## config.mk

```make
export PLATFORM = sky130hd
export DESIGN_NAME = control_unit_fsm
export DESIGN_NICKNAME = d
export VERILOG_FILES = /design/src/rtl/control_unit_fsm.sv
export SDC_FILE = /design/constraint.sdc
export NUM_CORES = 1
export LEC_CHECK = 0
export CORE_ASPECT_RATIO = 0.75
export CORE_MARGIN = 5
export CORE_UTILIZATION = 43
export DETAILED_ROUTE_END_ITERATION = 12
export PLACE_DENSITY = 0.7
export REMOVE_ABC_BUFFERS = 1
export SLEW_MARGIN = 30
export SYNTH_ARGS = -nofsm -noshare
export SYNTH_HDL_FRONTEND = slang
export SYNTH_SLANG_ARGS = --single-unit
export TNS_END_PERCENT = 30
```

## constraint.sdc

```tcl
create_clock -name i_clk -period 3 [get_ports i_clk]
set_input_delay 0.6 -clock i_clk [delete_from_list [all_inputs] [get_ports i_clk]]
set_output_delay 0.6 -clock i_clk [all_outputs]
set_load 0.05 [all_outputs]
```

## src/rtl/control_unit_fsm.sv

```systemverilog
// Multicycle control sequencer: fetches and decodes 8-bit instructions, drives the
// register-file addresses and ALU op, and owns the program and retired-instruction counters.
module control_unit_fsm #(
  parameter int PC_WIDTH  = 8,
  parameter int CNT_WIDTH = 16
) (
  input  logic                 i_clk,
  input  logic                 i_rst,
  input  logic                 i_start,
  input  logic                 i_imem_valid,
  input  logic [7:0]           i_imem_data,
  input  logic                 i_alu_zero,
  output logic                 o_imem_req,
  output logic [PC_WIDTH-1:0]  o_imem_addr,
  output logic [1:0]           o_rd_addr,
  output logic [1:0]           o_rs_addr,
  output logic [1:0]           o_alu_op,
  output logic                 o_reg_we,
  output logic                 o_zero_flag,
  output logic [PC_WIDTH-1:0]  o_pc,
  output logic                 o_busy,
  output logic                 o_halted,
  output logic [CNT_WIDTH-1:0] o_retired
);

  typedef enum logic [2:0] {
    S_IDLE,
    S_FETCH,
    S_DECODE,
    S_EXECUTE,
    S_WRITEBACK,
    S_HALTED
  } state_t;

  localparam logic [CNT_WIDTH-1:0] CNT_MAX = '1;

  state_t                r_state, w_nextState;
  logic [PC_WIDTH-1:0]   r_pc, w_nextPc;
  logic [7:0]            r_ir, w_nextIr;
  logic [1:0]            r_rdAddr, w_nextRdAddr;
  logic [1:0]            r_rsAddr, w_nextRsAddr;
  logic [1:0]            r_aluOp, w_nextAluOp;
  logic                  r_zeroFlag, w_nextZeroFlag;
  logic [CNT_WIDTH-1:0]  r_retired, w_nextRetired;
  logic                  w_retire;
  logic                  w_unusedIrBit;

  assign w_unusedIrBit = r_ir[0];

  always_ff @(posedge i_clk or posedge i_rst) begin
    if (i_rst) begin
      r_state    <= S_IDLE;
      r_pc       <= '0;
      r_ir       <= '0;
      r_rdAddr   <= '0;
      r_rsAddr   <= '0;
      r_aluOp    <= '0;
      r_zeroFlag <= 1'b0;
      r_retired  <= '0;
    end else begin
      r_state    <= w_nextState;
      r_pc       <= w_nextPc;
      r_ir       <= w_nextIr;
      r_rdAddr   <= w_nextRdAddr;
      r_rsAddr   <= w_nextRsAddr;
      r_aluOp    <= w_nextAluOp;
      r_zeroFlag <= w_nextZeroFlag;
      r_retired  <= w_nextRetired;
    end
  end

  // ir[7]=0 selects the four ALU ops directly; ir[7]=1 splits into BEQ, HALT and NOP.
  always_comb begin
    w_nextState    = r_state;
    w_nextPc       = r_pc;
    w_nextIr       = r_ir;
    w_nextRdAddr   = r_rdAddr;
    w_nextRsAddr   = r_rsAddr;
    w_nextAluOp    = r_aluOp;
    w_nextZeroFlag = r_zeroFlag;
    w_retire       = 1'b0;
    case (r_state)
      S_IDLE: begin
        if (i_start) w_nextState = S_FETCH;
      end
      S_FETCH: begin
        if (i_imem_valid) begin
          w_nextIr    = i_imem_data;
          w_nextState = S_DECODE;
        end
      end
      S_DECODE: begin
        w_nextRdAddr = r_ir[4:3];
        w_nextRsAddr = r_ir[2:1];
        if (!r_ir[7]) begin
          w_nextAluOp = r_ir[6:5];
          w_nextState = S_EXECUTE;
        end else if (r_ir[6:5] == 2'b00) begin
          w_nextAluOp = 2'b01;
          w_nextState = S_EXECUTE;
        end else if (r_ir[6:5] == 2'b01) begin
          w_retire    = 1'b1;
          w_nextState = S_HALTED;
        end else begin
          w_nextPc    = r_pc + PC_WIDTH'(1);
          w_retire    = 1'b1;
          w_nextState = S_FETCH;
        end
      end
      S_EXECUTE: begin
        w_nextZeroFlag = i_alu_zero;
        if (r_ir[7]) begin
          w_nextPc    = r_pc + (i_alu_zero ? PC_WIDTH'(2) : PC_WIDTH'(1));
          w_retire    = 1'b1;
          w_nextState = S_FETCH;
        end else begin
          w_nextState = S_WRITEBACK;
        end
      end
      S_WRITEBACK: begin
        w_nextPc    = r_pc + PC_WIDTH'(1);
        w_retire    = 1'b1;
        w_nextState = S_FETCH;
      end
      S_HALTED: begin
        if (i_start) begin
          w_nextPc    = '0;
          w_nextState = S_FETCH;
        end
      end
      default: w_nextState = S_IDLE;
    endcase
    w_nextRetired = r_retired;
    if (w_retire && (r_retired != CNT_MAX)) w_nextRetired = r_retired + CNT_WIDTH'(1);
  end

  assign o_imem_req  = (r_state == S_FETCH);
  assign o_imem_addr = r_pc;
  assign o_rd_addr   = r_rdAddr;
  assign o_rs_addr   = r_rsAddr;
  assign o_alu_op    = r_aluOp;
  assign o_reg_we    = (r_state == S_WRITEBACK);
  assign o_zero_flag = r_zeroFlag;
  assign o_pc        = r_pc;
  assign o_busy      = (r_state == S_FETCH) || (r_state == S_DECODE) ||
                       (r_state == S_EXECUTE) || (r_state == S_WRITEBACK);
  assign o_halted    = (r_state == S_HALTED);
  assign o_retired   = r_retired;

endmodule

```

* Yosys cells after proc, flatten, opt, wreduce, memory -nomap -nowiden
Index checks and enable logic that the tools add are counted.
Storage, ports and cells: output and inout bits 43, register bits after elaboration 42, input bits 13
Operators by class: reductions and logical operators 12, mux-type cells 20, equal/unequal tests 15, $add $sub $neg 3
Operators with widths (number):
- 8-bit two-way mux | 5
- 8-bit one-hot mux with 4 select lines | 1
- 3-bit two-way mux | 6
- 16-bit by 1-bit adder with 16-bit output (second input constant) | 1
- 16-bit inequality test (second input constant) | 1
- 3-bit one-hot mux with 5 select lines | 1
- 2-bit inequality test (second input constant) | 6
- 8-bit by 1-bit adder with 8-bit output (second input constant) | 1
- 8-bit by 2-bit adder with 8-bit output | 1
- 3-bit by 2-bit == test with 1-bit output (second input constant) | 2
- 3-bit == test (second input constant) | 2
- 2-bit two-way mux | 3
- 2-bit AND reduction | 3
- 6-bit AND reduction | 1
- 2-bit by 1-bit inequality test with 1-bit output (second input constant) | 2
- 4-bit nonzero test | 1
- 3-bit by 1-bit == test with 1-bit output (second input constant) | 1
- 3-bit logical NOT | 1
- 1-bit logical OR | 3
- 1-bit two-way mux | 3
- 1-bit one-hot mux with 3 select lines | 1
- 2-bit by 1-bit == test with 1-bit output (second input constant) | 1
- 2-bit logical NOT | 1
- 2-bit OR reduction | 1
- 1-bit logical AND | 1

* Longest topological paths before layout
Gate-level depths: netlist of run 1.
word-level depth 5, mapped depth 9, mapped depth without buffers 8

* Worst setup path before layout of run 1
OpenSTA, ideal clock, no wires.
kind register to output, from reg r_state[0], to out o_busy, path slack 0.846 ns, arrival time 1.554 ns, stages on the path, launching flop included 4, cell sequence dfrtp_1 clkbuf_1 nor2_2 xnor2_1
On the way: word-level cells in the longest chain between the ends 4, elaborated cells on any way between the ends 7, classes of those cells eq/ne: 4; reduce/logical: 3
RTL lines:
- from (decl) | line 37 | state_t r_state, w_nextState;
- from (signal assigned) | line 61 | r_state <= w_nextState;
- 3-bit by 1-bit == test with 1-bit output / 3-bit by 2-bit == test with 1-bit output (equally long branches) | line 145 | assign o_busy = (r_state == S_FETCH) || (r_state == S_DECODE) ||
- 1-bit logical OR (2 in a row) | line 145
- 1-bit logical OR (*) | line 146 | (r_state == S_EXECUTE) || (r_state == S_WRITEBACK);
- to (decl) | line 21 | output logic o_busy,
Mark *: on every way between the ends. The rest lies on a longest branch, timed or not.

* Worst setup path in the final report of run 1
from reg r_state[0], to out o_halted
On the way: word-level cells in the longest chain between the ends 1
RTL lines:
- 3-bit == test | line 147 | assign o_halted = (r_state == S_HALTED);
- to (decl) | line 22 | output logic o_halted,
Every way passes these cells.

==> results of run 1 <==
## how the worst max path moves through the flow
| stage | startpoint | to | slack, ps | cells after the start |
|---|---|---|---|---|
| floorplan | o_retired[0]$_DFFE_PP0P_ | o_retired[1]$_DFFE_PP0P_ | 450 | 5 |
| global placement | i_alu_zero | o_imem_addr[6]$_DFFE_PP0P_ | 510 | 8 |
| detailed placement | i_alu_zero | o_imem_addr[6]$_DFFE_PP0P_ | 470 | 8 |
| CTS | r_state[0]$_DFFE_PP0P_ | o_halted | 290 | 3 |
| global route | r_state[0]$_DFFE_PP0P_ | o_halted | 110 | 3 |
| finish | r_state[0]$_DFFE_PP0P_ | o_halted | 300 | 3 |
## Yosys cell counts, types with 3 or more instances
master     n
nor4_2     4
nor2_1     5
nor4_1     3
o21ai_0   11
nor3_1     3
ha_1       3
buf_4      9
nand3_1    9
nand2_1   17
and2_1     4
inv_1      6
a21oi_1    8
mux2_2    10
xor2_1    14
a21o_1     3
o31ai_1    4
dfrtp_1   41
nand4_1    6
nand2b_1   5
buf_2      3
a211oi_1   4
## flip-flops by register name, indices dropped and copies added (netlist names)
signal	cells
o_zero_flag	1
o_alu_op	2
o_rd_addr	2
o_rs_addr	2
o_retired	16
o_imem_addr	8
r_ir	7
r_state	3
## power by group through the flow
stage / combinational (mW) / sequential [mW] / clock [mW]
4_1_cts: 1.48 / 0.911 / 0.468
6_report: 1.47 / 0.911 / 0.455
5_1_grt: 1.57 / 0.945 / 0.500
2_1_floorplan: 0.609 / 1.31 / 0
3_3_place_gp: 1.46 / 0.914 / 0
3_5_place_dp: 1.48 / 0.915 / 0
## metrics by stage
step	cells	total power [mW]	utilization [%]	setup slack, ps	cell area (µm²)
CTS	313	2.86	57.8	294	2830
floorplan	187	1.92	-	445	2070
global placement	305	2.37	55.4	508	2720
finish	313	2.83	57.8	304	2830
detailed placement	305	2.39	55.4	474	2720
global route	313	3.01	57.8	111	2830
## cell type report
type | instances | area (µm²)
multi-input cells | 140 | 1020
repair buffers | 58 | 571
flip-flops and latches | 41 | 1030
clock inverters | 1 | 30.0
clock buffers | 7 | 86.3
fillers | 433 | 2070
well taps | 60 | 75.1
inverters | 6 | 22.5
## kinds of logic after synthesis
group / synth area share (%)
AO/OA/AOI/OAI: 12.6
XOR/XNOR: 6.40
adder cells (fa/ha/maj): 2.63
buffers and inverters: 6.40
flip-flops: 46.9
multiplexers: 6.12
AND/OR/NAND/NOR: 19.0
## layer usage
metal,vias up,share of wire (%)
li1,819,-
met1,793,47
met2,64,41
met3,7,10
met4,0,1.1
met5,-,0
## cell usage in the layout, fill, tap and decap left out, types with 2 or more instances in the layout
| master | instances |
|---|---|
| xnor2_1 | 2 |
| and2_1 | 4 |
| xor2_1 | 14 |
| clkdlybuf4s50_1 | 54 |
| inv_1 | 6 |
| a21o_1 | 3 |
| dfrtp_1 | 41 |
| and3_1 | 2 |
| nand2b_1 | 5 |
| mux2_2 | 10 |
| clkbuf_8 | 6 |
| a21oi_1 | 8 |
| nor2b_1 | 2 |
| or3_1 | 2 |
| nand4_1 | 6 |
| nor2_1 | 5 |
| nor4_1 | 3 |
| nand3_1 | 9 |
| a211oi_1 | 4 |
| buf_4 | 4 |
| nor3_1 | 3 |
| nor4_2 | 4 |
| nand2_1 | 17 |
| a2111oi_2 | 2 |
| ha_1 | 3 |
| or4_1 | 2 |
| o31ai_1 | 4 |
| nor2_2 | 2 |
| and4_1 | 2 |
| o21ai_0 | 11 |
## worst register-to-register path: stages, from the launching register on
cell	delay [ps]
dfrtp_1	500
nor2b_4	310
nand3_1	160
ha_1	260
fa_1	420
and3_1	230
a31oi_1	160
o21ai_0	90
o31ai_1	100
==> qor.csv, run 1 <==
metric;value;unit
synth_top_area_cell;dfrtp_1;
drv_cap;0;
htreeDepth;2;
slew_violations;0;
placementRows;22;
fin_crit_sh;89.9;%
drt_wl_total;4440;µm
clock_skew;8.37;ps
p_switching;1.31;mW
startpoint_type;flip-flop;
grt_pass1_wl;7530;µm
dieWidth;92.4;µm
power.density;1000;nW/µm²
cts_setup_buffers;0;
synth_area_per_cell;10.7;µm²
antenna_found_initial;0;
cts_max_path_buffers;2;
clk_pin_slew_worst_paths;80;ps
synth_area_leaders;dfrtp_1 (47%), xor2_1 (5.6%), mux2_2 (5.1%);
p_int;1.52;mW
whs_endpoint;o_rd_addr[0]$_DFFE_PP0P_;
cts_tree;done;
cp.required;2400;ps
cpPeakStageDelay;830;ps
whs;506;ps
portBuffers;54;
grt_use_total;14.1;%
ys_seq_area_share;46.9;%
r2r_slack;690;ps
crit_buf_inv;2;
ys_types;43;
synth_top_area_share;46.9;%
post_cts_resized;0;
arrival;2100;ps
fp.coreArea;4900;µm²
worstSetupPathType;flip-flop to output pin;
min_from;r_ir[3]$_DFFE_PP0P_;
top_usage_layer;met1;
grt_pass1_vias;1514;
n_antenna_cell;0;
dieHeight;71.8;µm
clock.fmax;371;MHz
drc;0;
root_buffer;clkbuf_8;
setup_viol_count_final;0;
num_vias;1683;
clock_power_share;16.1;%
crit_chain;nand3b_1 > inv_1 > clkdlybuf4s50_1;
routed_via_density;5.38;
vdd_drop_max;762;µV
gr-total-overflow;0;
power_frac_seq;32.2;%
first_iter_violations;64;
slew_headroom;54.4;%
numClockSinks;41;
crit_fanout;12;
finalNetCount;269;
rr_worst_depth;8;
place_hpwl;3220;µm
numCtsBuffers;5;
start_util;44.7;%
holdCritPathClass;flip-flop to flip-flop;
io_pins;56;
route.detailed.wl_per_inst;14.2;µm
grt_max_degree;42;
cp_slowest_cell;clkdlybuf4s50_1;
p_comb_share;51.8;%
rsz0062_at_grt;false;
rr_endpoint;o_imem_addr[6]$_DFFE_PP0P_;
critPathCaptureType;output pin;
power.leakage;1.22;nW
switching_share;46.2;%
clk_latency;290;ps
async_reset_ff_share;100;%
area_growth;29.4;%
holdBufCountCts;0;
syn-cell-area;2190;µm²
synth-seq-cells;41;
drive_gt1_share;12.6;%
postRouteAntennaNets;0;
yosys_warnings;0;
met1_usage;19.9;%
r2r_start;r_state[1]$_DFFE_PP0P_;
cp_top_family;buffers and inverters;
worst_pin_slew;682;ps
gp_congestion;0.805;
die-area;6630;µm²
min_path_cells;1;
finalCriticalPeriod;2700;ps
setup_tns;0;ps
synth_edf_count;0;
grt_use_met3;6.30;%
globalRouteMet2Util;19.2;%
finalHoldViolations;0;
synthFlopType;dfrtp_1;
drtPass1Iterations;4;
outcome;finished clean;
synthCells;204;
Note: power is estimated with default switching activity, not from simulation.
==> run 2, diff against run 1 <==
--- a/config.mk
+++ b/config.mk
@@ -5,11 +5,13 @@
 export SDC_FILE = /design/constraint.sdc
 export NUM_CORES = 1
 export LEC_CHECK = 0
+export CELL_PAD_IN_SITES_DETAIL_PLACEMENT = 1
+export CELL_PAD_IN_SITES_GLOBAL_PLACEMENT = 1
 export CORE_ASPECT_RATIO = 0.75
 export CORE_MARGIN = 5
-export CORE_UTILIZATION = 43
+export CORE_UTILIZATION = 40
 export DETAILED_ROUTE_END_ITERATION = 12
-export PLACE_DENSITY = 0.7
+export PLACE_DENSITY_LB_ADDON = 0.25
 export REMOVE_ABC_BUFFERS = 1
 export SLEW_MARGIN = 30
 export SYNTH_ARGS = -nofsm -noshare
==> run 2 against run 1 <==
  * Sequential share of layout area increased by 0.34 points
  * Largest cell class unchanged
  * Clock power is 22% lower
  * Sequential cell count did not move
  * First-iteration DRC count is 27% lower
  * Register-to-register slack worse by 80 ps
  * Non-clock buffer count down 2
  * Routed wire length grew 16%
  * Combinational power about the same
==> qor.csv, run 2 (synthesized netlist as in run 1, its figures left out) <==
metric;value;unit
grt_pass1_vias;1776;
first_iter_violations;47;
clk_pin_slew_worst_paths;80;ps
drt_wl_total;5150;µm
root_buffer;clkbuf_8;
cts_setup_buffers;0;
outcome;finished clean;
postRouteAntennaNets;0;
postLayoutCoreUtil;52.7;%
clk_latency;290;ps
finalCriticalPeriod;2770;ps
stdcell_area;2810;µm²
dpl-instance-area;2720;µm²
htreeDepth;2;
finalNetCount;267;
cts_tree;done;
worst_pin_slew;733;ps
num_vias;1706;
setup_tns;0;ps
worst_slack;230;ps
die-area;7070;µm²
post_cts_resized;0;
holdCritPathClass;flip-flop to flip-flop;
cp.required;2400;ps
drtPass1Iterations;4;
fin_crit_sh;92.3;%
numClockSinks;41;
clock.fmax;361;MHz
cts_max_path_buffers;2;
critPathCaptureType;output pin;
drive_gt1_share;12.4;%
start_util;41.1;%
power.density;979;nW/µm²
antenna_found_initial;0;
slew_headroom;51.0;%
grt_pass1_wl;8710;µm
clock_skew;6.52;ps
placementRows;23;
place_worst_setup_slack;422;ps
final_cells;326;
dieHeight;74.1;µm
drc;0;
final_common_cell;clkdlybuf4s50_1;
startpoint_type;flip-flop;
worstSetupPathType;flip-flop to output pin;
gr-total-overflow;0;
crit_fanout;10;
dieWidth;95.4;µm
grt_use_total;15.4;%
setup_viol_count_final;0;
fp.coreArea;5320;µm²
placedCellCount;318;
grt_max_degree;42;
r2r_slack;610;ps
largest_reg_flops;16;
slew_violations;0;
routed_via_density;5.23;
holdBufCountCts;0;
numCtsBuffers;5;
place_hpwl;3770;µm
portBuffers;54;
final_cell_mix;clkdlybuf4s50_1 (54), dfrtp_1 (41), nand2_1 (17);
finalHoldViolations;0;
power.leakage;1.19;nW
gp_congestion;0.759;
arrival;2170;ps
finalPower;2.75;mW
route.detailed.wl_per_inst;15.8;µm
whs;504;ps
drv_cap;0;
vdd_drop_max;571;µV
n_antenna_cell;0;
io_pins;56;
area_growth;28.2;%
rsz0062_at_grt;false;
run 2: changes by cell type in the layout (fill, tap and decap cells not counted), sizes merged:
cell / change
clkinv: +2
bufinv: -1
clkinvlp: +1
buf: -2
clkbuf: -2
run 2: path summary, 6_finish.rpt:
path | from | to | cells past startpoint
worst max-delay path | r_state[2]$_DFFE_PP0P_ | o_halted | 3
worst min-delay path | o_zero_flag$_DFFE_PP0N_ | o_zero_flag$_DFFE_PP0N_ | 2
worst max register to register | r_state[2]$_DFFE_PP0P_ | o_imem_addr[6]$_DFFE_PP0P_ | 8
worst min register to register | o_zero_flag$_DFFE_PP0N_ | o_zero_flag$_DFFE_PP0N_ | 2
max in group asynchronous | i_rst | o_retired[15]$_DFFE_PP0P_ | 3
min in group asynchronous | i_rst | o_retired[11]$_DFFE_PP0P_ | 3
run 2: area by class of cell:
cell class	count	area (µm²)
multi-input combinational	140	1020
timing repair buffer	56	556
tap	75	93.8
clock buffer	5	68.8
fill	582	2520
sequential	41	1030
inverter	6	22.5
clock inverter	3	17.5
run 2: worst max-delay path, cell delays in order (launching register included):
cell and delay [ps]:
dfrtp_1 610, nand3b_1 260, inv_1 190, clkdlybuf4s50_1 820
run 2: power by group:
part	internal (mW)	switching [mW]
clock	0.161	0.193
sequential	0.720	0.215
combinational	0.528	0.931
total	1.41	1.34
run 2: per-layer routing:
layer  part of all wire (%)  vias up  track usage [%]
met4                   0.39        0             3.00
li1                       -      813                -
met3                    4.8        2             4.35
met2                     47       38             24.6
met1                     48      853             21.2
met5                      0        -                0
==> run 3, diff against run 2 <==
--- a/config.mk
+++ b/config.mk
@@ -9,8 +9,9 @@
 export CELL_PAD_IN_SITES_GLOBAL_PLACEMENT = 1
 export CORE_ASPECT_RATIO = 0.75
 export CORE_MARGIN = 5
-export CORE_UTILIZATION = 40
+export CORE_UTILIZATION = 43
 export DETAILED_ROUTE_END_ITERATION = 12
+export DONT_BUFFER_PORTS = 1
 export PLACE_DENSITY_LB_ADDON = 0.25
 export REMOVE_ABC_BUFFERS = 1
 export SLEW_MARGIN = 30
==> run 3 against run 2 <==
  * Utilization decreased by 5.8 points
  * Design area down 18%
  * Routed wire length shrank 1.7%
  * Combinational power shrank 33%
  * Critical path depth grew 5
  * Sequential cell count did not move
  * Register-to-register slack worse by 30 ps
  * Critical endpoint is now o_imem_addr[6]$_DFFE_PP0P_
  * First-iteration DRC count down 8.5%
  * Count of clock-buffer cells in the layout unchanged
  * Clock skew up 5.7 ps
==> qor.csv, run 3 (synthesized netlist as in run 1, its figures left out) <==
metric;value;unit
switching_share;51.9;%
dpl-instance-area;2220;µm²
largest_reg_flops;16;
worst_pin_slew;928;ps
finalHoldViolations;0;
p_switching;1.30;mW
drv_cap;0;
placementRows;22;
routed_via_density;5.88;
clock_power_share;13.3;%
holdCritPathClass;primary input to asynchronous set/reset pin;
holdBufCountCts;0;
grt_pass1_vias;1668;
htreeDepth;2;
first_iter_violations;43;
drt_wl_total;5070;µm
cts_max_path_buffers;2;
setup_tns;0;ps
outcome;finished clean;
numCtsBuffers;5;
numClockSinks;41;
clock_skew;12.2;ps
worst_slack;581;ps
clock.fmax;413;MHz
clk_latency;290;ps
drive_gt1_share;19.2;%
area_growth;4.97;%
grt_use_total;16.1;%
regArea;1030;µm²
place_worst_setup_slack;602;ps
stdcell_area;2300;µm²
finalNetCount;221;
fill_cells;546;
p_comb_share;39.1;%
power.density;1090;nW/µm²
rsz0062_at_grt;false;
grt_max_degree;26;
die-area;6630;µm²
cp.required;3200;ps
slew_violations;0;
n_antenna_cell;0;
slew_headroom;38.1;%
gr-total-overflow;0;
post_cts_resized;0;
fp.coreArea;4900;µm²
cts_setup_buffers;0;
power_frac_seq;47.6;%
finalCriticalPeriod;2420;ps
drc;0;
setup_viol_count_final;0;
vdd_drop_max;545;µV
fin_crit_sh;80.6;%
power.leakage;1.03;nW
antenna_found_initial;0;
drtPass1Iterations;4;
critPathCaptureType;flip-flop;
root_buffer;clkbuf_8;
startpoint_type;flip-flop;
route.detailed.wl_per_inst;19.3;µm
final_cells;263;
portBuffers;0;
arrival;2620;ps
num_vias;1546;
grt_pass1_wl;8480;µm
multi_input_area;1020;µm²
final_common_cell;dfrtp_1;
start_util;44.7;%
final_cell_mix;dfrtp_1 (39), nand2_1 (17), xor2_1 (14);
clk_pin_slew_worst_paths;80;ps
gp_congestion;0.777;
place_hpwl;3760;µm
dieWidth;92.4;µm
worstSetupPathType;flip-flop to flip-flop;
p_int;1.21;mW
io_pins;56;
crit_fanout;10;
dieHeight;71.8;µm
placedCellCount;257;
cts_tree;done;
postRouteAntennaNets;0;
[run 3: changes by cell type in the layout (fill, tap and decap cells not counted)]
| cell | before | now |
|---|---|---|
| clkinvlp_4 | 1 | 0 |
| clkinv_2 | 2 | 1 |
| buf_4 | 2 | 10 |
| clkdlybuf4s50_1 | 54 | 0 |
| dfrtp_1 | 41 | 39 |
| dfrtp_2 | 0 | 2 |
[run 3: critical path, cell delays in order (launching register included)]
cell	delay (ps)
dfrtp_1	530
nor2b_4	290
nand3_1	180
ha_1	270
fa_1	440
and3_1	240
a31oi_1	170
o21ai_0	110
o31ai_1	100
[run 3: metal layers]
metal	wire length (µm)	vias up	share of wire, %	track usage (%)
li1	-	717	-	-
met1	2240	785	44	19.7
met2	2430	38	48	26.0
met3	322	6	6.4	5.98
met4	66	0	1.3	6.43
met5	0	-	0	0
[run 3: path summary, 6_finish.rpt]
kind	from	to	slack, ps	cells past startpoint
setup / recovery	r_state[2]$_DFFE_PP0P_	o_imem_addr[6]$_DFFE_PP0P_	580	8
min in group i_clk	i_imem_data[7]	r_ir[7]$_DFFE_PP0P_	450	2
hold reg to reg	r_ir[4]$_DFFE_PP0P_	o_rd_addr[1]$_DFFE_PP0P_	510	1
setup reg to reg	r_state[2]$_DFFE_PP0P_	o_imem_addr[6]$_DFFE_PP0P_	580	8
max in group asynchronous	i_rst	r_ir[4]$_DFFE_PP0P_	1910	2
hold / removal	i_rst	o_retired[11]$_DFFE_PP0P_	290	1
[run 3: per-stage QoR]
| step | total power, mW | hold slack (ps) | utilization (%) |
|---|---|---|---|
| 2_1_floorplan | 1.92 | 475 | - |
| 3_3_place_gp | 2.12 | 484 | 45.3 |
| 3_5_place_dp | 2.20 | 499 | 45.3 |
| 4_1_cts | 2.53 | 313 | 46.8 |
| 5_1_grt | 2.66 | 340 | 46.9 |
| 6_report | 2.50 | 287 | 46.9 |
[run 3: power groups by stage]
stage	registers (mW)	logic, mW	clock network [mW]
after floorplan	1.31	0.609	0
after global placement	1.18	0.941	0
after detailed placement	1.21	0.991	0
after CTS	1.20	0.994	0.346
after global routing	1.23	1.06	0.369
final	1.19	0.979	0.333
[run 3: final cells by class]
type	instances	share of cell area (%)
inverters	6	0.980
clock buffers	5	3.00
multi-input cells	140	44.5
clock inverters	1	0.218
flip-flops and latches	41	44.8
well taps	60	3.27
repair buffers	10	3.27
